==> src/rtl/alu_rsv_station.sv <==
// ALU reservation station: holds dispatched ALU ops until both operands are
// known, wakes them from CDB broadcasts, and issues the oldest ready entry
// through a registered issue port.

package core_pkg;
  localparam int XLEN       = 32;
  localparam int LOG2_PREGS = 6;
endpackage

module alu_rsv_station #(
  parameter int XLEN   = core_pkg::XLEN,
  parameter int PHYS_W = core_pkg::LOG2_PREGS,
  parameter int DEPTH  = 4
) (
  input  logic                         clk,
  input  logic                         reset,
  input  logic                         flush,
  // Dispatch handshake: an op is accepted on a rising edge where
  // disp_valid && disp_ready && !flush. disp_ready comes only from registered
  // occupancy, so it never depends on disp_valid or on a same-cycle issue.
  input  logic                         disp_valid,
  output logic                         disp_ready,
  input  logic [7:0]                   disp_op,
  input  logic [PHYS_W-1:0]            disp_dst_tag,
  input  logic [5:0]                   disp_rob_tag,
  input  logic [PHYS_W-1:0]            disp_src1_tag,
  input  logic                         disp_src1_rdy,
  input  logic [XLEN-1:0]              disp_src1_val,
  input  logic [PHYS_W-1:0]            disp_src2_tag,
  input  logic                         disp_src2_rdy,
  input  logic [XLEN-1:0]              disp_src2_val,
  input  logic                         cdb_valid,
  input  logic [PHYS_W-1:0]            cdb_tag,
  input  logic [XLEN-1:0]              cdb_value,
  output logic                         issue_valid,
  output logic [7:0]                   issue_op,
  output logic [PHYS_W-1:0]            issue_dst_tag,
  output logic [XLEN-1:0]              issue_src1_val,
  output logic [XLEN-1:0]              issue_src2_val,
  output logic [5:0]                   issue_rob_tag,
  output logic [$clog2(DEPTH):0]       occupancy
);

  localparam int IDX_W = $clog2(DEPTH);
  localparam int SEQ_W = IDX_W + 1;
  localparam int OCC_W = IDX_W + 1;

  typedef struct packed {
    logic              valid;
    logic [7:0]        op;
    logic [PHYS_W-1:0] dst_tag;
    logic [5:0]        rob_tag;
    logic [PHYS_W-1:0] src1_tag;
    logic              src1_rdy;
    logic [XLEN-1:0]   src1_val;
    logic [PHYS_W-1:0] src2_tag;
    logic              src2_rdy;
    logic [XLEN-1:0]   src2_val;
    logic [SEQ_W-1:0]  seq;
  } entry_t;

  entry_t            ent_q [DEPTH];
  logic [SEQ_W-1:0]  seq_q;

  logic [OCC_W-1:0]  occ_c;
  logic [IDX_W-1:0]  free_idx;
  logic              sel_found;
  logic [IDX_W-1:0]  sel_idx;
  logic [SEQ_W-1:0]  sel_seq;
  logic              disp_fire;
  entry_t            new_ent;

  // a is older than b when (a - b) is negative modulo 2^SEQ_W; at most DEPTH
  // entries are live, so the distance always fits in half the counter range.
  function automatic logic seq_older(input logic [SEQ_W-1:0] a,
                                     input logic [SEQ_W-1:0] b);
    logic [SEQ_W-1:0] d;
    d = a - b;
    return d[SEQ_W-1];
  endfunction

  // Count valid entries from registered state only.
  always_comb begin
    occ_c = '0;
    for (int i = 0; i < DEPTH; i++) occ_c = occ_c + OCC_W'(ent_q[i].valid);
  end

  assign occupancy  = occ_c;
  assign disp_ready = (occ_c < OCC_W'(DEPTH));
  assign disp_fire  = disp_valid && disp_ready && !flush;

  // Lowest-index free entry receives the next dispatch.
  always_comb begin
    free_idx = '0;
    for (int i = DEPTH - 1; i >= 0; i--) begin
      if (!ent_q[i].valid) free_idx = IDX_W'(i);
    end
  end

  // Oldest eligible entry (valid with both registered ready bits set).
  always_comb begin
    sel_found = 1'b0;
    sel_idx   = '0;
    sel_seq   = '0;
    for (int i = 0; i < DEPTH; i++) begin
      if (ent_q[i].valid && ent_q[i].src1_rdy && ent_q[i].src2_rdy) begin
        if (!sel_found || seq_older(ent_q[i].seq, sel_seq)) begin
          sel_found = 1'b1;
          sel_idx   = IDX_W'(i);
          sel_seq   = ent_q[i].seq;
        end
      end
    end
  end

  // Build the incoming entry, capturing a same-cycle CDB value for any
  // source that arrives not ready.
  always_comb begin
    new_ent          = '0;
    new_ent.valid    = 1'b1;
    new_ent.op       = disp_op;
    new_ent.dst_tag  = disp_dst_tag;
    new_ent.rob_tag  = disp_rob_tag;
    new_ent.src1_tag = disp_src1_tag;
    new_ent.src2_tag = disp_src2_tag;
    new_ent.seq      = seq_q;
    new_ent.src1_rdy = disp_src1_rdy;
    new_ent.src1_val = disp_src1_val;
    new_ent.src2_rdy = disp_src2_rdy;
    new_ent.src2_val = disp_src2_val;
    if (!disp_src1_rdy && cdb_valid && (cdb_tag == disp_src1_tag)) begin
      new_ent.src1_rdy = 1'b1;
      new_ent.src1_val = cdb_value;
    end
    if (!disp_src2_rdy && cdb_valid && (cdb_tag == disp_src2_tag)) begin
      new_ent.src2_rdy = 1'b1;
      new_ent.src2_val = cdb_value;
    end
  end

  // Entry storage, wakeup, issue register and allocation counter.
  always_ff @(posedge clk) begin
    if (reset) begin
      for (int i = 0; i < DEPTH; i++) ent_q[i] <= '0;
      seq_q          <= '0;
      issue_valid    <= 1'b0;
      issue_op       <= '0;
      issue_dst_tag  <= '0;
      issue_src1_val <= '0;
      issue_src2_val <= '0;
      issue_rob_tag  <= '0;
    end else if (flush) begin
      for (int i = 0; i < DEPTH; i++) ent_q[i].valid <= 1'b0;
      issue_valid <= 1'b0;
    end else begin
      if (cdb_valid) begin
        for (int i = 0; i < DEPTH; i++) begin
          if (ent_q[i].valid && !ent_q[i].src1_rdy && (ent_q[i].src1_tag == cdb_tag)) begin
            ent_q[i].src1_rdy <= 1'b1;
            ent_q[i].src1_val <= cdb_value;
          end
          if (ent_q[i].valid && !ent_q[i].src2_rdy && (ent_q[i].src2_tag == cdb_tag)) begin
            ent_q[i].src2_rdy <= 1'b1;
            ent_q[i].src2_val <= cdb_value;
          end
        end
      end
      issue_valid <= sel_found;
      if (sel_found) begin
        issue_op       <= ent_q[sel_idx].op;
        issue_dst_tag  <= ent_q[sel_idx].dst_tag;
        issue_src1_val <= ent_q[sel_idx].src1_val;
        issue_src2_val <= ent_q[sel_idx].src2_val;
        issue_rob_tag  <= ent_q[sel_idx].rob_tag;
        ent_q[sel_idx].valid <= 1'b0;
      end
      // The free slot is never the issuing slot, so both writes coexist.
      if (disp_fire) begin
        ent_q[free_idx] <= new_ent;
        seq_q           <= seq_q + 1'b1;
      end
    end
  end

endmodule

==> config.mk <==
export PLATFORM = sky130hd
export DESIGN_NAME = alu_rsv_station
export DESIGN_NICKNAME = d
export VERILOG_FILES = /design/src/rtl/alu_rsv_station.sv
export SDC_FILE = /design/constraint.sdc
export NUM_CORES = 1
export LEC_CHECK = 0
export BUFFER_PORTS_ARGS = -buffer_cell sky130_fd_sc_hd__buf_2
export CORE_ASPECT_RATIO = 1.2
export CORE_MARGIN = 2
export CORE_UTILIZATION = 35
export CTS_CLUSTER_SIZE = 14
export DETAILED_ROUTE_END_ITERATION = 10
export GPL_ROUTABILITY_DRIVEN = 0
export HOLD_SLACK_MARGIN = 0.06
export PLACE_DENSITY = 0.6
export SYNTH_ARGS = -nofsm -noshare
export SYNTH_HDL_FRONTEND = slang
export SYNTH_SLANG_ARGS = --single-unit
==> constraint.sdc <==
create_clock -name clk -period 14 [get_ports clk]
set_input_delay 0.7 -clock clk [delete_from_list [all_inputs] [get_ports clk]]
set_output_delay 0.7 -clock clk [all_outputs]
set_load 0.01 [all_outputs]
== Word-level counts from Yosys, hierarchy flattened ==
Memory sizes are Yosys's and may differ from the RTL's. A register that Yosys moved wholly into a read port is not among the register bits.
Index checks and enable logic that the tools add are counted.
Cells by class
  add/subtract/negate cells: 7
  order comparisons: 1
  equal/unequal tests: 10
  muxes and demuxes: 97
  bitwise logic cells: 21
  reduce and logical (&&, ||, !) cells: 50
Operators with widths (count)
  2-to-1 mux 32 bit: 8
  2-to-1 mux 1 bit: 74
  2-to-1 mux 33 bit: 2
  == test 6 bit: 10
  logical AND 1 bit: 30
  bitwise OR 1 bit: 20
  2-to-1 mux 2 bit: 8
  2-to-1 mux 3 bit: 5
  zero test 1 bit: 14
  subtractor 3 bit: 3
  AND reduction 2 bit: 2
  adder 2 x 1 -> 3 bit: 1
  adder 3 x 1 -> 3 bit: 1
  adder 3 x 1 -> 3 bit, second input constant: 1
  logical OR 1 bit: 3
  less-than comparator 3 bit, second input constant: 1
  adder 1 x 1 -> 2 bit: 1
  OR reduction 2 bit: 1
  inverter 1 bit: 1
Word-level totals
  register bits after elaboration: 4
  memory bits (writable): 408
  output and inout port bits: 89
  logic and storage cells: 189
  memories kept: 1
Memory list
  ent_q: words 4, bits a word 102, rd ports 5, clocked after memory_dff 1, write ports 6, line 62  | entry_t ent_q [DEPTH];

== Logic depth before layout (Yosys ltp) ==
An unclocked memory read counts as a cell.
  word-level depth: 20
  depth in mapped cells: 32

== Worst setup path before layout ==
Ideal clock, no wire load.
  kind: flip-flop to flip-flop
  start point: mem ent_q[0][101] (netlist bit)
  end point: reg issue_dst_tag[0], read port of ent_q
  arrival time: 6.138 ns
  required time: 13.921 ns
  setup slack: 7.783 ns
  cell stages (with the launch flop): 29
  cells stage by stage: dfxtp_1 and3_1 clkbuf_1 nand2_1 ha_1 a21o_1 a211oi_1 buf_2 buf_1 buf_1 nor2_1 a21oi_1 ha_1 or2_2 and3_1 xnor2_1 nand2_1 nand2_1 clkbuf_1 buf_1 o21ai_0 ha_1 nor3_1 a31oi_1 xnor2_1 a21oi_4 buf_2 or4_1 o211ai_1
RTL lines
  start: declaration: line 62
  end: declaration: line 37  | output logic [PHYS_W-1:0] issue_dst_tag,

==> flow_summary.toml <==
[run_status]
status = "completed"

[power_and_ir_drop]
power.internal_mw = 2.543
power_frac_clock = 0.427
p_seq_frac = 0.510
power.switching_mw = 0.7545
p_leak_nw = 9.864
combinationalPowerShare = 0.062
swShare = 0.2288
power_density_nw_per_um2 = 121.1
ir_drop_mv = 0.08363

[logic_synthesis]
yosysTopAreaCell = "edfxtp_1"
yosys_register_bits = 496
syn_nets = 2209
post-synth-top-count-cell = "edfxtp_1"
synth_edf_count = 403
synthTopCellsByCount = "edfxtp_1 (403), nand2_1 (255), nor2_1 (190)"
synthesis.instances = 2059
synth_top_area_share = 0.5166
synth_cell_type_count = 47
synth_area_um2 = 23420
synthArstFlopShare = 0
synth_flop_cell = "edfxtp_1"
synth.avg_cell_area_um2 = 11.38
synth-seq-area-share = 0.5961
ys_top_cells_by_area = "edfxtp_1 (52%), dfxtp_1 (7.9%), mux2i_1 (6.1%)"
ys.warnings.count = 0

[routing]
antenna_left = 0
drt_wl_total_mm = 73.58
drtPass1Iterations = 7
viasPerCell = 5.520
wl_per_cell_um = 23.31
drc = 0
first_iter_violations = 1444
vias = 17430

[worst_setup_path]
crit_path_cell_trace = "and3_1, nand2_1, ha_1, a2111oi_0, a211oi_4, buf_4, nor2_1, a21oi_1, ha_1, or2_2, and3_1, xnor2_1, nand2_1, nand2_4, o21ai_0, ha_1, nor3_1, a31oi_1, xnor2_1, a21oi_4, buf_4, buf_4, nand2_1, a311oi_1"
path_class = "flop to flop"
critPathMaxFanout = 97
critPathMaxStageDelay_ps = 930
worstPathRequired_ps = 14480
end_kind = "flop"
setup.worst_path.start_class = "flop"
worstReg2RegStart = "ent_q[0][101]"
worst-r2r-setup-slack_ps = 5960
cp.arrival_ps = 8520
crit_path_start = "ent_q[0][101]"
r2r-end = "issue_src2_val[9]"
worst_r2r_path_depth = 24
cp_slowest_cell = "buf_4"

[layout]
seq_area_um2 = 13960
drive_above_1_share = 0.1697
area_delta_synth_final_pct = 16.25
num-fill-cells = 6334
stdcell_area_um2 = 27230
nets = 2364
multi_input_area_um2 = 8969

[global_route]
grt_max_degree = 98
antenna_found_initial = 18
grt_pass1_vias = 17510
grt_usage = 0.2093
overflow = 0
grt_pass1_wl_mm = 108.2

[cts]
root_buffer = "clkbuf_16"
clkTransAtPathRegs_ps = 70
numCtsBuffers = 53
htreeDepth = 2
tritoncts = "built"
clk_latency_ps = 610
clkSinkCount = 496
post_cts_resize_count = 0
cts.hold.buffers_added = 0
clockBufferDepth = 3
postCtsSetupBuffers = 0

[timing]
hold_violations = 0
min_period_ps = 8044
setup_viol = 0
slew_violations = 0
timing.max_slew.rel_slack = 0.2124
rsz0062_at_grt = "no"
tns_ps = 0
max_freq_mhz = 124.3
period_share = 0.5746
final.setup_skew_ps = 35.07
tightest_slew_ps = 1177

[placement]
dp_hpwl_mm = 45.79
placed_area_um2 = 25470
io_buffers = 229

[floorplanning]
dieArea_um2 = 69020
initial_core_util = 0.3550
die_h_um = 287.4
rows = 103
die_x_um = 240.2
ios = 230
coreArea_um2 = 65980

[flow_run]
drv_cap = 0

[worst_hold_path]
hold_path_startpoint = "disp_op[1]"
min_to = "ent_q[0][94]"
hold_depth = 2
worstHoldPathType = "input port to flop"
kinds of logic (layout without fill, tap and decap cells):
| kind of cell | after synthesis | count (layout) | share of synthesized area |
|---|---|---|---|
| and+or+nand+nor | 768 | 768 | 0.1568 |
| DFF | 496 | 496 | 0.5961 |
| AOI/OAI and AO/OA | 408 | 408 | 0.1271 |
| buffers and inverters | 169 | 367 | 0.02911 |
| muxes | 142 | 142 | 0.06068 |
| xor gates and xnor gates | 67 | 67 | 0.02505 |
| adders and majority gates | 9 | 9 | 0.005128 |
| other | 0 | 8 | 0 |
layout by cell type (no fill, tap or decap), drive strengths merged, types with 44 or more instances in the layout:
cell type,netlist,layout
buf,18,262
nor2,190,190
dfxtp,93,93
or4,52,52
edfxtp,403,403
o21ai,140,140
nand2,255,255
xor2,54,54
mux2i,142,142
nand3,69,69
a22o,128,128
o211ai,54,54
and2,106,106
clkbuf,144,81
and3,44,44
power by group through the flow:
stage | registers (mW) | logic (mW) | clock network (mW)
finish | 1.68 | 0.205 | 1.41
global route | 1.69 | 0.223 | 1.49
CTS | 1.68 | 0.207 | 1.43
detailed placement | 1.71 | 0.206 | 0
global placement | 1.71 | 0.202 | 0
floorplan | 1.71 | 0.102 | 0
area by class of cell:
| cell class | instances | area share |
|---|---|---|
| repair buffers | 262 | 0.05128 |
| inverters | 7 | 0.0009649 |
| clock inverters | 17 | 0.006892 |
| multi-input cells | 1394 | 0.3294 |
| well taps | 892 | 0.04099 |
| flip-flops and latches | 496 | 0.5128 |
| diodes | 8 | 0.0007352 |
| clock buffers | 81 | 0.05702 |
flip-flops by register name (all words and copies together) (netlist names):
register	count
issue_rob_tag	6
issue_valid	1
issue_src2_val	32
issue_op	8
seq_q	3
issue_src1_val	32
issue_dst_tag	6
ent_q	408
worst max-delay path: cells and delay by family (launching register included):
family / cells / cell delay [ps]
XOR/XNOR: 2 / 360
adder cells (fa/ha/maj): 3 / 870
AO/OA/AOI/OAI: 7 / 2010
buffers and inverters: 3 / 1920
flip-flops: 1 / 440
AND/OR/NAND/NOR: 9 / 2220
stage by stage:
stage	instances	hold WS, ps	power [mW]	util	setup slack (ps)
finish	3157	413.7	3.298	0.4127	5956
global route	3155	403.6	3.397	0.4126	5320
CTS	3149	384.0	3.323	0.4124	5904
detailed placement	3051	482.9	1.921	0.3860	5972
global placement	3051	469.3	1.913	0.3860	6208
floorplan	2059	456.0	1.811	-	7783
layer usage:
| layer | part of all wire | GRT usage |
|---|---|---|
| met5 | 0.0013 | 0 |
| met3 | 0.081 | 0.04399 |
| met4 | 0.037 | 0.08525 |
| met1 | 0.39 | 0.2600 |
| met2 | 0.49 | 0.3538 |
worst max-delay path by stage:
stage / to / slack, ps
finish: issue_src2_val[9] / 5960
CTS: issue_src2_val[9] / 5900
global route: issue_src2_val[9] / 5320
floorplan: issue_dst_tag[0] / 7780
global placement: issue_src2_val[8] / 6210
detailed placement: issue_src2_val[9] / 5970
Note: power is estimated with default switching activity, not from simulation.
